`src/rtl/mem_access_unit.sv`:
```
// MEM-stage load/store unit: turns byte/half/word accesses into word-aligned
// memory transactions with byte enables. Optional trap build: MISALIGN_TRAP_EN.
module mem_access_unit #(
   parameter int unsigned ACK_TIMEOUT = 255
) (
   input  logic        clk,
   input  logic        reset,
   input  logic        mem_read,
   input  logic        mem_write,
   input  logic [31:0] addr,
   input  logic [31:0] write_data,
   input  logic [1:0]  size,
   input  logic        ld_unsigned,
   output logic        stall,
   output logic [31:0] read_data,
   output logic        bus_err,
`ifdef MISALIGN_TRAP_EN
   output logic        misalign,
`endif
   output logic        dm_req,
   output logic        dm_we,
   output logic [31:0] dm_addr,
   output logic [31:0] dm_wdata,
   output logic [3:0]  dm_be,
   input  logic [31:0] dm_rdata,
   input  logic        dm_ack
);

   typedef enum logic [1:0] {
      S_IDLE,
      S_REQ,
      S_DONE
   } state_t;

   localparam logic [7:0] LastWait = 8'(ACK_TIMEOUT - 1);

   state_t      r_state;
   state_t      w_next;
   logic [29:0] r_wordAddr;
   logic [1:0]  r_lane;
   logic [1:0]  r_size;
   logic        r_unsigned;
   logic        r_we;
   logic [31:0] r_wdata;
   logic [7:0]  r_waitCnt;
   logic        r_busErr;
`ifdef MISALIGN_TRAP_EN
   logic        r_misalign;
`endif

   logic        w_start;
   logic        w_misaligned;
   logic        w_timeout;
   logic [1:0]  w_lane;
   logic [3:0]  w_be;
   logic [31:0] w_wdata;
   logic [31:0] w_shifted;
   logic [31:0] w_loadData;

   assign w_start   = mem_read | mem_write;
   assign w_timeout = ~dm_ack & (r_waitCnt == LastWait);

   // Lane is fixed at request time; ignored low address bits collapse to 0.
   always_comb begin
      w_lane = 2'b00;
      case (size)
         2'b00:   w_lane = addr[1:0];
         2'b01:   w_lane = {addr[1], 1'b0};
         default: w_lane = 2'b00;
      endcase
   end

`ifdef MISALIGN_TRAP_EN
   assign w_misaligned = ((size == 2'b01) & addr[0]) | (size[1] & (addr[1:0] != 2'b00));
`else
   assign w_misaligned = 1'b0;
`endif

   always_comb begin
      w_next = r_state;
      stall  = 1'b0;
      case (r_state)
         S_IDLE: begin
            if (w_start) begin
               stall  = 1'b1;
               w_next = w_misaligned ? S_DONE : S_REQ;
            end
         end
         S_REQ: begin
            stall = 1'b1;
            if (dm_ack || w_timeout) begin
               w_next = S_DONE;
            end
         end
         S_DONE:  w_next = S_IDLE;
         default: w_next = S_IDLE;
      endcase
   end

   always_comb begin
      w_be    = 4'hF;
      w_wdata = r_wdata;
      case (r_size)
         2'b00: begin
            w_be    = 4'b0001 << r_lane;
            w_wdata = {4{r_wdata[7:0]}};
         end
         2'b01: begin
            w_be    = 4'b0011 << r_lane;
            w_wdata = {2{r_wdata[15:0]}};
         end
         default: begin
            w_be    = 4'hF;
            w_wdata = r_wdata;
         end
      endcase
   end

   // Bus outputs are only meaningful while a request is outstanding.
   assign dm_req   = (r_state == S_REQ);
   assign dm_we    = dm_req & r_we;
   assign dm_addr  = dm_req ? {r_wordAddr, 2'b00} : 32'h0;
   assign dm_wdata = dm_req ? w_wdata : 32'h0;
   assign dm_be    = dm_req ? w_be : 4'h0;

   always_comb begin
      w_shifted  = dm_rdata >> {r_lane, 3'b000};
      w_loadData = w_shifted;
      case (r_size)
         2'b00:   w_loadData = {{24{~r_unsigned & w_shifted[7]}}, w_shifted[7:0]};
         2'b01:   w_loadData = {{16{~r_unsigned & w_shifted[15]}}, w_shifted[15:0]};
         default: w_loadData = w_shifted;
      endcase
   end

   assign bus_err = r_busErr;
`ifdef MISALIGN_TRAP_EN
   assign misalign = r_misalign;
`endif

   // Error pulses are set on the transition into DONE, so they live one cycle.
   always_ff @(posedge clk) begin
      if (reset) begin
         r_state    <= S_IDLE;
         r_wordAddr <= 30'h0;
         r_lane     <= 2'b00;
         r_size     <= 2'b00;
         r_unsigned <= 1'b0;
         r_we       <= 1'b0;
         r_wdata    <= 32'h0;
         r_waitCnt  <= 8'h0;
         r_busErr   <= 1'b0;
         read_data  <= 32'h0;
`ifdef MISALIGN_TRAP_EN
         r_misalign <= 1'b0;
`endif
      end else begin
         r_state  <= w_next;
         r_busErr <= 1'b0;
`ifdef MISALIGN_TRAP_EN
         r_misalign <= 1'b0;
`endif
         case (r_state)
            S_IDLE: begin
               if (w_start) begin
                  r_wordAddr <= addr[31:2];
                  r_lane     <= w_lane;
                  r_size     <= size;
                  r_unsigned <= ld_unsigned;
                  r_we       <= mem_write;
                  r_wdata    <= write_data;
                  r_waitCnt  <= 8'h0;
`ifdef MISALIGN_TRAP_EN
                  if (w_misaligned) begin
                     r_misalign <= 1'b1;
                     if (!mem_write) begin
                        read_data <= 32'h0;
                     end
                  end
`endif
               end
            end
            S_REQ: begin
               if (dm_ack) begin
                  if (!r_we) begin
                     read_data <= w_loadData;
                  end
               end else if (w_timeout) begin
                  r_busErr <= 1'b1;
                  if (!r_we) begin
                     read_data <= 32'h0;
                  end
               end else begin
                  r_waitCnt <= r_waitCnt + 8'h1;
               end
            end
            default: ;
         endcase
      end
   end

endmodule

```
`config.mk`:
```
export PLATFORM = sky130hd
export DESIGN_NAME = mem_access_unit
export DESIGN_NICKNAME = d
export VERILOG_FILES = /design/src/rtl/mem_access_unit.sv
export SDC_FILE = /design/constraint.sdc
export NUM_CORES = 1
export LEC_CHECK = 0
export ABC_CLOCK_PERIOD_IN_PS = 2500
export CAP_MARGIN = 20
export CORE_ASPECT_RATIO = 2
export CORE_MARGIN = 5
export CORE_UTILIZATION = 48
export DETAILED_ROUTE_END_ITERATION = 10
export GPL_ROUTABILITY_DRIVEN = 0
export GPL_TIMING_DRIVEN = 0
export PLACE_DENSITY = 0.87
export SYNTH_ARGS = -nofsm -noshare
export SYNTH_HDL_FRONTEND = slang
export SYNTH_SLANG_ARGS = --single-unit
```
`constraint.sdc`:
```
create_clock -name clk -period 2.5 [get_ports clk]
set_input_delay 0.5 -clock clk [delete_from_list [all_inputs] [get_ports clk]]
set_output_delay 0.5 -clock clk [all_outputs]
set_load 0.01 [all_outputs]
```
## Yosys cells after proc, flatten, opt, wreduce, memory -nomap -nowiden

Cells that the tools add are included.

- $add $sub $neg: 1
- Equal/unequal tests: 8
- Shift operators: 3
- Muxes and demuxes: 21
- Bitwise operators: 9
- Reduce and logical (&&, ||, !) cells: 11

Operator list:

| cell | number |
|---|---|
| two-way mux 32 bit | 6 |
| case mux 32 bit (2 select lines) | 2 |
| right shift 32 x 5 -> 32 bit | 1 |
| two-way mux 8 bit | 3 |
| case mux 8 bit (2 select lines) | 1 |
| adder 8 x 1 -> 8 bit, second input constant | 1 |
| == test 8 bit, second input constant | 1 |
| case mux 2 bit (2 select lines) | 2 |
| case mux 4 bit (2 select lines) | 1 |
| == test 2 x 1 -> 1 bit, second input constant | 3 |
| zero test 2 bit | 3 |
| inequality test 2 bit, second input constant | 3 |
| bitwise AND 1 bit | 4 |
| two-way mux 2 bit | 2 |
| two-way mux 4 bit | 1 |
| NOT 1 bit | 4 |
| AND reduction 2 bit | 2 |
| AND reduction 4 bit | 1 |
| nonzero test 2 bit | 2 |
| left shift 1 x 2 -> 4 bit, first input constant | 1 |
| left shift 2 x 2 -> 4 bit, first input constant | 1 |
| AND reduction 3 bit | 1 |
| OR reduction 3 bit | 1 |
| two-way mux 1 bit | 2 |
| 4 further kinds | 4 |

- Register bits: 111
- Input port bits: 104
- Logic and storage cells: 63

## Longest topological paths before layout

- Word-level depth: 5
- Gate-level depth with buffers: 8

## Worst setup path after synthesis

Ideal clock, no wire load.

- Path type: reg-to-output
- Start: register r_size[0]
- End: output port dm_wdata[10]
- Data arrival time: 1,384 ps
- Slack: 616 ps
- Stages on the path, launching flop included: 7
- Path buffers: 3
- Cells stage by stage: dfxtp_1 -> buf_2 -> or2_1 -> clkbuf_1 -> buf_1 -> nand2_1 -> a21oi_1

- Cells in the longest elaborated chain, start to end: 3
- Elaborated cells between the ends (all ways): 4
- Classes of those cells: eq/ne (1); mux (2); reduce/logical (1)

RTL lines:

| item | RTL line | text |
|---|---|---|
| from (decl) | 41 | `logic [1:0] r_size;` |
| from (signal assigned) | 168 | `r_size <= size;` |
| == test 2 x 1 -> 1 bit or zero test 2 bit (tied branches) | 103 | `case (r_size)` |
| case mux 32 bit (2 select lines) (*) | 103 |  |
| two-way mux 32 bit (*) | 123 | `assign dm_wdata = dm_req ? w_wdata : 32'h0;` |
| to (decl) | 23 | `output logic [31:0] dm_wdata,` |

Every way passes the cells marked *; elsewhere a longest branch is shown, timed or not.

## Worst setup path in the final report

- Start: register r_state[1]
- End: output port dm_wdata[31]

- Cells in the longest elaborated chain, start to end: 2

RTL lines:

| item | RTL line | text |
|---|---|---|
| from (decl) | 37 | `state_t r_state;` |
| from (signal assigned) | 158 | `r_state <= w_next;` |
| == test 2 x 1 -> 1 bit | 120 | `assign dm_req = (r_state == S_REQ);` |
| two-way mux 32 bit | 123 |  |

Every way passes these cells.

==> out/qor.csv <==
metric;value;unit
status;finished, final reports clean;
required time of the critical path;2000;ps
GRT Overall Usage;27.8;%
standard cell area after detailed placement;0.00765;mm2
ordered cell list for the critical path;nand2b_1, buf_2, clkbuf_4, nor2_1, clkdlybuf4s50_1;
overall overflow remaining after global route;0;
count of buffering cells on the critical path with inverters included;3;
global-route wire length before repair;30000;um
placeable core area;0.0112;mm2
final design instance area without fill;0.00806;mm2
length of the first detailed-routing pass in iterations;5;
count of input and output buffers;205;
top-count cell post-synth;sky130_fd_sc_hd__nand2_1;
Worst IR Drop VDD;0.000548;V
yosys warns;0;
number of hold violations in the final report;0;
total wirelength of the detailed-routed design;19400;um
antenna diode count;0;
post-detail-place hpwl;14900;um
Vert. Die Dim;160;um
fin crit period;2450;ps
part of the Yosys area used for sequential elements;41.0;%
maximum number of pins on one net before global-route repair;19;
via count;5876;
CP max FO;10;
Post-Synthesis Cell Area;0.00542;mm2
family with the most delay on the worst path;buffers and inverters;
Chip Width;85.1;um
final layout net count;1022;
critical path endpoint category;output port;
RSZ-0062 raised after global routing;false;
root cell of the clock tree;sky130_fd_sc_hd__clkbuf_16;
routed via count divided by cell count;5.53;
buffers from clock root to sink, at most;2;
number of top-level pins;208;
highest achievable clock rate;408;MHz
class of the tightest hold or removal check;register to register;
violation count after the first detailed-route iteration;302;
slew of the pin with the lowest slew margin;741;ps
Worst EP arrival;1950;ps
leading register cell type out of synthesis;sky130_fd_sc_hd__dfxtp_1;
Antenna Violating Nets Remaining;0;
Critical Setup Path Class;register to output port;
number of cells in the design after placement;1047;
share of the clock period used by the worst path after layout;98.1;%
Site Rows;55;
critical path's largest stage delay;580;ps
Clock Skews;8.07;ps
Setup Viol. Count Final;0;
count of maximum capacitance violations;0;
filler-free cell count of the finished design;1063;
slowest cell on the critical path;sky130_fd_sc_hd__clkdlybuf4s50_1;
number of distinct standard cells referenced by the synthesized netlist;52;
number of antenna violations at the first check in global routing;0;
most area-hungry cell type in the Yosys netlist;sky130_fd_sc_hd__dfxtp_1;
Avg Synthesized Cell Area;7.75;um2
routed len/inst;18.2;um
area growth from synthesis to final layout;48.8;%
number of enable-type register cells in the synthesized netlist;0;
DR DRC count;0;
PD cells;545;mW/mm2
effective utilization at floorplan;48.3;%
Relative slew margins;50.5;%
total power;4.39;mW
CTS H-tree depth;3;
number of sinks handled by clock tree synthesis;111;
Syn Inst Count;699;
total count of max-transition violations in the final report;0;
async set or reset register ratio after synthesis;0;%
main area contributors after synthesis;sky130_fd_sc_hd__dfxtp_1 (41%), sky130_fd_sc_hd__nand2_1 (12%), sky130_fd_sc_hd__a21oi_1 (9.7%);
proportion of layout cells with a drive suffix above 1;8.79;%
number of buffers added by the clock tree synthesis step;9;
clock tree from TritonCTS;yes;
Clock transition at path regs;70;ps
leak pwr;3.47;nW
clock insertion delay at the later pin of the skew report;360;ps
most numerous cell types in the synthesized netlist;sky130_fd_sc_hd__nand2_1 (177), sky130_fd_sc_hd__dfxtp_1 (111), sky130_fd_sc_hd__a21oi_1 (105);
register bit total from synthesis;111;
number of global-route vias before repair;5954;
Die ar.;0.0136;mm2
category of the worst setup path launch point;register;
area share of the largest cell type after synthesis;41.0;%
-- final timing paths --
check / startpoint / to / slack (ps) / depth (start not counted)
max: r_state[1] / dm_wdata[31] / 50 / 5
max reg2reg: r_state[0] / r_wdata[23] / 530 / 5
min reg2reg: r_wordAddr[14] / r_wordAddr[14] / 450 / 2
min: r_wordAddr[14] / r_wordAddr[14] / 450 / 2
-- timing repair --
item                                    in CTS  in global routing
setup buffers                                0                  2
gates resized for setup                     81                 28
endpoints found under the setup margin      69                 29
pin swaps                                    0                  1
hold buffers                                 0                  0
-- cell type report --
cell class / count / area (um2)
Buffer: 53 / 322
Fill cell: 923 / 3160
Multi-Input combinational cell: 520 / 2920
Tap cell: 142 / 178
Timing Repair Buffer: 207 / 2070
Clock buffer: 11 / 243
Inverter: 14 / 55.1
Clock inverter: 5 / 42.5
Sequential cell: 111 / 2230
-- metrics by stage --
step | hold WS (ps) | setup WS [ps] | utilization [%] | setup TNS (ps)
floorplan | 432 | 616 | - | 0
global placement | 438 | -253 | 68.2 | -2920
detailed placement | 443 | -283 | 68.2 | -3460
CTS | 452 | 0.502 | 71.2 | 0
global route | 468 | 0.130 | 71.8 | 0
finish | 450 | 48.1 | 71.8 | 0
-- cells in the final DEF (no fill, tap or decap), types with 8 or more instances in the layout --
cell type                         netlist  final
sky130_fd_sc_hd__nand2_1              177    177
sky130_fd_sc_hd__clkdlybuf4s50_1        0    144
sky130_fd_sc_hd__dfxtp_1              111    108
sky130_fd_sc_hd__a21oi_1              105    104
sky130_fd_sc_hd__and2_1                40     40
sky130_fd_sc_hd__nor2_1                40     39
sky130_fd_sc_hd__dlygate4sd2_1          0     39
sky130_fd_sc_hd__mux2i_1               34     32
sky130_fd_sc_hd__dlymetal6s2s_1         0     22
sky130_fd_sc_hd__clkbuf_1              30     18
sky130_fd_sc_hd__buf_2                 18     16
sky130_fd_sc_hd__o2bb2ai_1             16     16
sky130_fd_sc_hd__inv_1                 13     13
sky130_fd_sc_hd__buf_4                  4     11
sky130_fd_sc_hd__o21ai_1               12     11
sky130_fd_sc_hd__o21ai_0                9      9
sky130_fd_sc_hd__o211ai_1               9      9
sky130_fd_sc_hd__o2111ai_1              9      9
sky130_fd_sc_hd__clkbuf_16              0      9
sky130_fd_sc_hd__nand3_1                8      8
sky130_fd_sc_hd__mux2_2                 8      8
sky130_fd_sc_hd__a31oi_1                8      8
-- per-layer routing --
layer / routed length (um) / part of all wire [%] / GRT usage, % / vias to the layer above
li1: - / - / - / 2818
met1: 6440 / 33 / 28.0 / 2738
met2: 10400 / 54 / 50.8 / 256
met3: 1390 / 7.2 / 5.42 / 64
met4: 1100 / 5.7 / 17.0 / 0
met5: 0 / 0 / 0 / -
-- worst register-to-register path: stages (launching register included) --
cell and delay, ps:
sky130_fd_sc_hd__dfxtp_2 370, sky130_fd_sc_hd__nor3_2 450, sky130_fd_sc_hd__buf_2 340, sky130_fd_sc_hd__buf_1 460, sky130_fd_sc_hd__nand2_1 120, sky130_fd_sc_hd__a21oi_1 160
-- kinds of logic after synthesis --
family	share of synthesized area, %
simple gates	24.2
compound gates	20.0
flops	41.0
buf+inv	5.48
mux	8.36
fa+ha+maj	0.462
xor+xnor	0.324
other cells	0.0692
-- state kept, by name, indices dropped and copies added, names as in the netlist --
name        flops
bus_err         1
r_lane          2
r_size          2
r_state         2
r_unsigned      1
r_waitCnt       8
r_wdata        32
r_we            1
r_wordAddr     30
read_data      32
-- power by group --
| group | total, mW | internal (mW) | switching, mW | leakage (nW) |
|---|---|---|---|---|
| Clock | 1.39 | 0.714 | 0.679 | 0.136 |
| Combinational | 1.03 | 0.488 | 0.542 | 2.43 |
| Sequential | 1.97 | 1.89 | 0.0846 | 0.910 |
| Total | 4.39 | 3.09 | 1.31 | 3.47 |
No activity file was read; power rests on OpenSTA's default activity.
